## src/rtl/disk_ii_rw_ctrl.sv

```systemverilog
// disk_ii_rw_ctrl
//   Disk II floppy controller core. It decodes the C0Xn soft switches,
//   steps the head from the four stepper magnets, and times nibbles from the
//   CPU-cycle enable. It also reads and writes nibbles through an external
//   synchronous track RAM and keeps a per-drive dirty flag for the host
//   loader. The whole block runs in the single clk domain.
//
// Ports
//   clk, RESET        clock, asynchronous active-high reset
//   cpu_en            one-clk strobe per 6502 cycle
//   io_on, io_we      CPU access to C0Xn of this slot, write qualifier
//   A, D_IN           low address bits and write data of the access
//   D_OUT             registered CPU read data
//   write_protect     per-drive write-protect sense
//   trk_rd_data       track RAM read data (valid the clk after trk_addr)
//   trk_addr          track RAM address (shared by all drives)
//   trk_wr_data       track RAM write data
//   trk_we            track RAM write strobe (one clk per written nibble)
//   motor_on          drive motor latch
//   drive_sel         selected drive index
//   TRACK             whole-track head position (half-track >> 1)
//   dirty, dirty_clr  per-drive written flag and host clear
module disk_ii_rw_ctrl #(
    parameter int NUM_DRIVES    = 2,
    parameter int TRACK_BYTES   = 6656,
    parameter int ADDR_W        = 13,
    parameter int MAX_HALFTRACK = 139,
    parameter int BYTE_CYCLES   = 32,
    parameter int START_ADDR    = 0
) (
    input  logic                  clk,
    input  logic                  RESET,
    input  logic                  cpu_en,
    input  logic                  io_on,
    input  logic                  io_we,
    input  logic [3:0]            A,
    input  logic [7:0]            D_IN,
    output logic [7:0]            D_OUT,
    input  logic [NUM_DRIVES-1:0] write_protect,
    input  logic [7:0]            trk_rd_data,
    output logic [ADDR_W-1:0]     trk_addr,
    output logic [7:0]            trk_wr_data,
    output logic                  trk_we,
    output logic                  motor_on,
    output logic [1:0]            drive_sel,
    output logic [5:0]            TRACK,
    output logic [NUM_DRIVES-1:0] dirty,
    input  logic [NUM_DRIVES-1:0] dirty_clr
);

    localparam int TW = (BYTE_CYCLES > 1) ? $clog2(BYTE_CYCLES) : 1;

    logic [3:0]            mag_q, mag_d;
    logic                  motor_q, motor_d;
    logic [1:0]            sel_q, sel_d;
    logic                  q6_q, q6_d, q7_q, q7_d;
    logic [7:0]            h_q, h_d;
    logic [TW-1:0]         timer_q, timer_d;
    logic [ADDR_W-1:0]     addr_q, addr_d;
    logic                  adv_q, adv_d;
    logic [7:0]            rd_latch_q, rd_latch_d;
    logic [7:0]            wr_latch_q, wr_latch_d;
    logic [7:0]            dout_q, dout_d;
    logic                  we_q, we_d;
    logic [NUM_DRIVES-1:0] dirty_q, dirty_d;

    logic       wp_sel, adv, rd_cpu;
    logic [1:0] m, mp, mm;
    logic [2:0] step;
    logic [9:0] hn;

    function automatic logic [3:0] oh(input logic [1:0] i);
        return 4'b0001 << i;
    endfunction

    always_comb begin
        mag_d      = mag_q;
        motor_d    = motor_q;
        sel_d      = sel_q;
        q6_d       = q6_q;
        q7_d       = q7_q;
        h_d        = h_q;
        timer_d    = timer_q;
        addr_d     = addr_q;
        rd_latch_d = rd_latch_q;
        wr_latch_d = wr_latch_q;
        dout_d     = dout_q;
        step       = 3'd0;

        wp_sel = 1'b0;
        for (int i = 0; i < NUM_DRIVES; i++)
            if (sel_q == 2'(i)) wp_sel = write_protect[i];

        // Soft switches: the low address bit is the value, the rest selects the latch.
        if (io_on) begin
            if (!A[3]) mag_d[A[2:1]] = A[0];
            else begin
                case (A[2:1])
                    2'd0:    motor_d = A[0];
                    2'd1:    sel_d   = {1'b0, A[0]};
                    2'd2:    q6_d    = A[0];
                    default: q7_d    = A[0];
                endcase
            end
        end

        // Stepper: the head is pulled toward the magnet pattern that holds a
        // neighbouring half-track. Even positions sit under one magnet, odd
        // ones between two, and both use the magnet index h[2:1].
        m  = h_q[2:1];
        mp = m + 2'd1;
        mm = m - 2'd1;
        if (!h_q[0]) begin
            if      (mag_q == oh(mp))          step = 3'b010;
            else if (mag_q == (oh(m) | oh(mp))) step = 3'b001;
            else if (mag_q == oh(mm))          step = 3'b110;
            else if (mag_q == (oh(mm) | oh(m))) step = 3'b111;
        end else begin
            if      (mag_q[mp] && !mag_q[m]) step = 3'b001;
            else if (mag_q[m] && !mag_q[mp]) step = 3'b111;
        end
        hn = {2'b00, h_q} + {{7{step[2]}}, step};
        if (cpu_en) begin
            if (hn[9])                          h_d = 8'd0;
            else if (hn > 10'(MAX_HALFTRACK))   h_d = 8'(MAX_HALFTRACK);
            else                                h_d = hn[7:0];
        end

        // Nibble timer; with the motor off timer and address just hold.
        adv = motor_q && cpu_en && (timer_q == TW'(BYTE_CYCLES - 1));
        if (motor_q && cpu_en) timer_d = adv ? '0 : timer_q + 1'b1;
        if (adv) addr_d = (addr_q == ADDR_W'(TRACK_BYTES - 1)) ? '0 : addr_q + 1'b1;
        adv_d = adv;

        // The write lands on the new address during the clk after the advance.
        we_d = adv && q7_q && !wp_sel;

        // A fresh nibble from RAM wins over the consume-clear of bit 7.
        rd_cpu = io_on && !io_we && (A == 4'hC) && !q7_q;
        if (adv_q)       rd_latch_d    = trk_rd_data;
        else if (rd_cpu) rd_latch_d[7] = 1'b0;

        // Sense mode is judged on the q6/q7 values this access leaves behind.
        if (io_on && !io_we) begin
            if (rd_cpu)              dout_d = rd_latch_q;
            else if (q6_d && !q7_d)  dout_d = {wp_sel, 7'b0};
            else                     dout_d = 8'h00;
        end

        if (io_on && io_we && (A == 4'hD) && q7_q) wr_latch_d = D_IN;

        // A set on the same clk as a host clear wins.
        dirty_d = dirty_q & ~dirty_clr;
        for (int i = 0; i < NUM_DRIVES; i++)
            if (we_d && (sel_q == 2'(i))) dirty_d[i] = 1'b1;
    end

    always_ff @(posedge clk or posedge RESET) begin
        if (RESET) begin
            mag_q      <= '0;
            motor_q    <= 1'b0;
            sel_q      <= '0;
            q6_q       <= 1'b0;
            q7_q       <= 1'b0;
            h_q        <= '0;
            timer_q    <= '0;
            addr_q     <= ADDR_W'(START_ADDR);
            adv_q      <= 1'b0;
            rd_latch_q <= '0;
            wr_latch_q <= '0;
            dout_q     <= '0;
            we_q       <= 1'b0;
            dirty_q    <= '0;
        end else begin
            mag_q      <= mag_d;
            motor_q    <= motor_d;
            sel_q      <= sel_d;
            q6_q       <= q6_d;
            q7_q       <= q7_d;
            h_q        <= h_d;
            timer_q    <= timer_d;
            addr_q     <= addr_d;
            adv_q      <= adv_d;
            rd_latch_q <= rd_latch_d;
            wr_latch_q <= wr_latch_d;
            dout_q     <= dout_d;
            we_q       <= we_d;
            dirty_q    <= dirty_d;
        end
    end

    assign D_OUT       = dout_q;
    assign trk_addr    = addr_q;
    assign trk_wr_data = wr_latch_q;
    assign trk_we      = we_q;
    assign motor_on    = motor_q;
    assign drive_sel   = sel_q;
    assign TRACK       = h_q[6:1];
    assign dirty       = dirty_q;

endmodule

```

## config.mk

```make
export PLATFORM = sky130hd
export DESIGN_NAME = disk_ii_rw_ctrl
export DESIGN_NICKNAME = d
export VERILOG_FILES = /design/src/rtl/disk_ii_rw_ctrl.sv
export SDC_FILE = /design/constraint.sdc
export NUM_CORES = 1
export LEC_CHECK = 0
export BUFFER_PORTS_ARGS = -buffer_cell sky130_fd_sc_hd__buf_2
export CAP_MARGIN = 20
export CORE_ASPECT_RATIO = 1.5
export CORE_MARGIN = 2
export CORE_UTILIZATION = 50
export CTS_CLUSTER_SIZE = 10
export DETAILED_ROUTE_END_ITERATION = 16
export PLACE_DENSITY_LB_ADDON = 0.3
export SLEW_MARGIN = 20
export SYNTH_ARGS = -nofsm -noshare
export SYNTH_HDL_FRONTEND = slang
export SYNTH_SLANG_ARGS = --single-unit
```

## constraint.sdc

```tcl
create_clock -name clk -period 4.4 [get_ports clk]
set_clock_uncertainty 0.15 [all_clocks]
set_input_delay 0.22 -clock clk [delete_from_list [all_inputs] [get_ports clk]]
set_output_delay 0.22 -clock clk [all_outputs]
set_load 0.01 [all_outputs]
```

==> report_table.html <==
<table>
<tr><th>Metric</th><th>Value</th></tr>
<tr><th colspan="2">Worst setup path</th></tr>
<tr><td>Max FO, Critical Path</td><td>7</td></tr>
<tr><td>Critical register-to-register path endpoint</td><td>h_q[4]$_DFFE_PP0P_</td></tr>
<tr><td>Reg2reg start</td><td>h_q[1]$_DFFE_PP0P_</td></tr>
<tr><td>Cells on worst reg2reg path</td><td>16</td></tr>
<tr><td>Source of the critical timing path</td><td>h_q[1]$_DFFE_PP0P_</td></tr>
<tr><td>Critical Path AT</td><td>4.29 ns</td></tr>
<tr><td>Reg-to-reg setup timing slack</td><td>between 0.2 and 0.25 ns</td></tr>
<tr><td>Sort of element at the end of the critical path</td><td>register</td></tr>
<tr><td>Category of the most critical setup path</td><td>reg2reg</td></tr>
<tr><td>Critical Path Start Type</td><td>register</td></tr>
<tr><td>Required time worst endpoint</td><td>4.53 ns</td></tr>
<tr><th colspan="2">Drt</th></tr>
<tr><td>First-iteration detailed-routing DRC count</td><td>147</td></tr>
<tr><td>Detailed-route DRC error count</td><td>0</td></tr>
<tr><td>Mean routed wirelength per cell</td><td>15.7 um</td></tr>
<tr><td>Antenna-violating nets left</td><td>0</td></tr>
<tr><td>Pre-Repair DR Iteration Count</td><td>5</td></tr>
<tr><td>Via count</td><td>approximately 2.8k</td></tr>
<tr><td>Sum of routed wire length over all layers</td><td>7920 um</td></tr>
<tr><td>Vias per inst</td><td>5.59</td></tr>
<tr><th colspan="2">Pwr</th></tr>
<tr><td>Leakage power total</td><td>2.17 nW</td></tr>
<tr><td>Power per Cell Area</td><td>~600 nW/um^2</td></tr>
<tr><td>Max rail drop VDD</td><td>0.319 mV</td></tr>
<tr><th colspan="2">Worst hold path</th></tr>
<tr><td>Hold Crit Start</td><td>dirty_clr[1]</td></tr>
<tr><td>Instance count along the most critical hold path</td><td>3</td></tr>
<tr><td>Type of the most critical hold path</td><td>in2reg</td></tr>
<tr><td>Hold Crit Endpoint</td><td>dirty[1]$_DFF_PP0_</td></tr>
<tr><th colspan="2">Final layout</th></tr>
<tr><td>Area added between synthesis and finish</td><td>22.2%</td></tr>
<tr><td>Filler cell count in the final layout</td><td>560</td></tr>
<tr><td>Final cell area excluding filler cells</td><td>4350 um^2</td></tr>
<tr><td>Total Nets Final</td><td>472</td></tr>
<tr><td>Ratio of cells with drive above 1 in the final layout</td><td>32.1%</td></tr>
<tr><td>Number of antenna cells inserted</td><td>0</td></tr>
<tr><td>Non-filler cells, final</td><td>roughly 510</td></tr>
<tr><td>Utilization of the core after routing</td><td>63.1%</td></tr>
<tr><th colspan="2">Floorplan</th></tr>
<tr><td>Die height</td><td>107 um</td></tr>
<tr><td>Placeable core region</td><td>~6900 um^2</td></tr>
<tr><td>Top-level port count</td><td>70</td></tr>
<tr><td>Die area</td><td>7820 um^2</td></tr>
<tr><td>Row cnt</td><td>37</td></tr>
<tr><td>Horiz. Die Dim</td><td>72.9 um</td></tr>
<tr><td>Initial core utilization</td><td>51.6%</td></tr>
<tr><th colspan="2">Yosys</th></tr>
<tr><td>Net Count, Synth</td><td>385</td></tr>
<tr><td>Cell area after technology mapping</td><td>roughly 3600 um^2</td></tr>
<tr><td>Number of synthesized flops with an enable pin</td><td>0</td></tr>
<tr><td>Post-synth cell types</td><td>53</td></tr>
<tr><td>Post-synthesis sequential area ratio</td><td>between 40% and 50%</td></tr>
<tr><td>Prevailing post-synth register cell</td><td>sky130_fd_sc_hd__dfrtp_1</td></tr>
<tr><td>Post-Syn Instances</td><td>between 300 and 400</td></tr>
<tr><td>Number of warning messages in the yosys log</td><td>0</td></tr>
<tr><td>Number of storage elements in the synthesis netlist</td><td>62</td></tr>
<tr><td>Mean Syn Cell Area</td><td>10.6 um^2</td></tr>
<tr><td>Fraction of synthesis flops using an asynchronous set or reset pin</td><td>100%</td></tr>
<tr><th colspan="2">Global route</th></tr>
<tr><td>Initial antenna violation count</td><td>0</td></tr>
<tr><td>Vias in the first global route</td><td>2898</td></tr>
<tr><td>Global-route wire length before repair</td><td>around 13000 um</td></tr>
<tr><td>Global router's overall resource usage</td><td>between 20% and 30%</td></tr>
<tr><td>Grt total ovfl</td><td>0</td></tr>
<tr><td>Largest net degree at the start of global routing</td><td>63</td></tr>
<tr><th colspan="2">Timing</th></tr>
<tr><td>Setup violators final</td><td>0</td></tr>
<tr><td>Final Critical Period</td><td>4.16 ns</td></tr>
<tr><td>Final hold slack</td><td>0.0314 ns</td></tr>
<tr><td>Slew Limit Headroom</td><td>30.7%</td></tr>
<tr><td>Transition at the pin with the smallest max-transition slack</td><td>about 1.0 ns</td></tr>
<tr><td>Final Cycle Share</td><td>94.6%</td></tr>
<tr><td>F_max</td><td>~0.24 GHz</td></tr>
<tr><td>Final hold vios</td><td>0</td></tr>
<tr><td>Slack of the critical path</td><td>0.236 ns</td></tr>
<tr><td>Final max-slew violation count</td><td>0</td></tr>
<tr><th colspan="2">Place</th></tr>
<tr><td>HPWL after DPL</td><td>5470 um</td></tr>
<tr><td>Placer congestion estimate</td><td>roughly 0.86</td></tr>
<tr><td>Count of placed standard cells including taps</td><td>approximately 470</td></tr>
<tr><td>Port Buf Inserts</td><td>between 60 and 70</td></tr>
<tr><td>Post-Place Cell Area</td><td>3920 um^2</td></tr>
<tr><td>Pre-CTS setup slack</td><td>0.0462 ns</td></tr>
<tr><th colspan="2">Clocking</th></tr>
<tr><td>Level count of the clock H-tree</td><td>3</td></tr>
<tr><td>Worst-skew pair later-pin latency</td><td>roughly 0.34 ns</td></tr>
<tr><td>TritonCTS buffer count</td><td>9</td></tr>
<tr><td>TritonCTS clock tree</td><td>built</td></tr>
<tr><td>Buffer type at the clock tree root</td><td>sky130_fd_sc_hd__clkbuf_8</td></tr>
<tr><td>Sink Count</td><td>62</td></tr>
<tr><td>Number of buffers on the longest clock path</td><td>2</td></tr>
<tr><td>Clock slew seen by the registers of the worst setup and hold paths</td><td>roughly 0.070 ns</td></tr>
<tr><th colspan="2">Outcome</th></tr>
<tr><td>Outcome</td><td>finished, final reports clean</td></tr>
<tr><th colspan="2">Flow run</th></tr>
<tr><td>Max-cap violations</td><td>0</td></tr>
</table>
worst max-delay path, stage by stage, from the launching register on:
cell                       delay, ns
sky130_fd_sc_hd__dfrtp_1        0.39
sky130_fd_sc_hd__inv_2          0.10
sky130_fd_sc_hd__ha_2           0.31
sky130_fd_sc_hd__or3b_1         0.36
sky130_fd_sc_hd__a222oi_1       0.40
sky130_fd_sc_hd__o21bai_2       0.23
sky130_fd_sc_hd__nor2b_1        0.19
sky130_fd_sc_hd__o21ai_2        0.08
sky130_fd_sc_hd__inv_1          0.09
sky130_fd_sc_hd__fa_2           0.26
sky130_fd_sc_hd__inv_1          0.05
sky130_fd_sc_hd__a21o_1         0.18
sky130_fd_sc_hd__a221o_1        0.38
sky130_fd_sc_hd__a31o_2         0.29
sky130_fd_sc_hd__or3_1          0.32
sky130_fd_sc_hd__nand2_2        0.14
sky130_fd_sc_hd__a32o_1         0.18
cells in the mapped netlist, types with 4 or more instances:
cell type	count	area, um^2
sky130_fd_sc_hd__xor2_1	15	131
sky130_fd_sc_hd__inv_1	15	56.3
sky130_fd_sc_hd__a21o_1	5	37.5
sky130_fd_sc_hd__nor3_1	4	20.0
sky130_fd_sc_hd__dfrtp_1	62	1550
sky130_fd_sc_hd__o21ai_0	17	85.1
sky130_fd_sc_hd__and2_1	4	25.0
sky130_fd_sc_hd__buf_4	8	60.1
sky130_fd_sc_hd__nand3_1	13	65.1
sky130_fd_sc_hd__a22o_1	9	78.8
sky130_fd_sc_hd__nor2_1	16	60.1
sky130_fd_sc_hd__a32o_1	4	40.0
sky130_fd_sc_hd__xnor2_1	12	105
sky130_fd_sc_hd__clkbuf_1	6	22.5
sky130_fd_sc_hd__nand2_1	22	82.6
sky130_fd_sc_hd__nand4_1	4	25.0
sky130_fd_sc_hd__nor4_1	4	25.0
sky130_fd_sc_hd__ha_1	20	250
sky130_fd_sc_hd__or3_1	6	37.5
sky130_fd_sc_hd__and3_1	5	31.3
sky130_fd_sc_hd__mux2_2	26	293
sky130_fd_sc_hd__nor2b_1	4	25.0
sky130_fd_sc_hd__a21oi_1	5	25.0
sequential cells by signal (all words and copies together) (netlist names), 2 cells and up:
register	flops
D_OUT	8
trk_addr	13
dirty	2
mag_q	4
timer_q	5
h_q	8
rd_latch_q	8
trk_wr_data	8
per-stage QoR:
stage / power [mW] / setup TNS [ns]
after floorplan: 1.75 / 0
after global placement: 1.96 / 0
after detailed placement: 2.00 / 0
after CTS: 2.51 / 0
after global routing: 2.80 / -0.0157
final: 2.60 / 0
cell usage in the layout (no fill, tap or decap), types with 5 or more instances in the layout:
cell type	instances
sky130_fd_sc_hd__clkbuf_8	9
sky130_fd_sc_hd__nor2_1	16
sky130_fd_sc_hd__a22o_1	9
sky130_fd_sc_hd__ha_1	18
sky130_fd_sc_hd__and3_1	5
sky130_fd_sc_hd__mux2_2	26
sky130_fd_sc_hd__buf_2	68
sky130_fd_sc_hd__inv_1	12
sky130_fd_sc_hd__xnor2_1	12
sky130_fd_sc_hd__nand3_1	13
sky130_fd_sc_hd__o21ai_0	15
sky130_fd_sc_hd__buf_4	8
sky130_fd_sc_hd__dlygate4sd3_1	18
sky130_fd_sc_hd__or3_1	6
sky130_fd_sc_hd__nand2_1	22
sky130_fd_sc_hd__dfrtp_1	62
sky130_fd_sc_hd__a21o_1	5
sky130_fd_sc_hd__xor2_1	14
final cells by class:
cell class                      instances  area, um^2  area share [%]
Multi-Input combinational cell        239        1870            43.0
Sequential cell                        62        1550            35.7
Timing Repair Buffer                   94         581            13.3
Clock buffer                           10         128            2.93
Tap cell                               78        97.6            2.24
Clock inverter                          6        62.6            1.44
Inverter                               16        60.1            1.38
per-layer routing:
layer	vias to the layer above	routed length [um]	GRT usage (%)
met5	-	0	0
met4	0	130	7.14
met3	12	390	6.46
met2	71	4180	37.9
met1	1377	3230	25.8
li1	1364	-	-
cells by family after synthesis:
family                   share of synthesized area (%)
flip-flops                                        43.6
XOR/XNOR                                          6.64
other                                            0.105
buffers and inverters                             4.74
adder cells (fa/ha/maj)                           7.59
multiplexers                                      10.3
AND/OR/NAND/NOR                                   14.4
AO/OA/AOI/OAI                                     12.6
what timing repair did:
item                       4_1_cts  5_1_grt
hold buffers                    18        0
setup endpoints to repair        0        8
hold endpoints to repair        79        0
buffers inserted                 0        4
resized for setup                0       12
how the worst max path moves through the flow:
| stage | end | slack, ns | cells past startpoint |
|---|---|---|---|
| 6_report | h_q[4]$_DFFE_PP0P_ | 0.24 | 16 |
| 5_1_grt | h_q[2]$_DFFE_PP0P_ | -0.02 | 17 |
| 4_1_cts | h_q[2]$_DFFE_PP0P_ | 0.03 | 16 |
| 3_5_place_dp | h_q[2]$_DFFE_PP0P_ | 0.05 | 16 |
| 3_3_place_gp | h_q[2]$_DFFE_PP0P_ | 0.18 | 17 |
| 2_1_floorplan | h_q[1]$_DFFE_PP0P_ | 0.13 | 15 |
where the power goes:
group	switching [mW]	total, mW	internal (mW)	leakage, nW
combinational	0.679	1.31	0.632	1.27
sequential	0.104	0.793	0.688	0.817
clock	0.233	0.492	0.259	0.0883
total	1.02	2.60	1.58	2.17
Power figures use the tool's default switching activity.
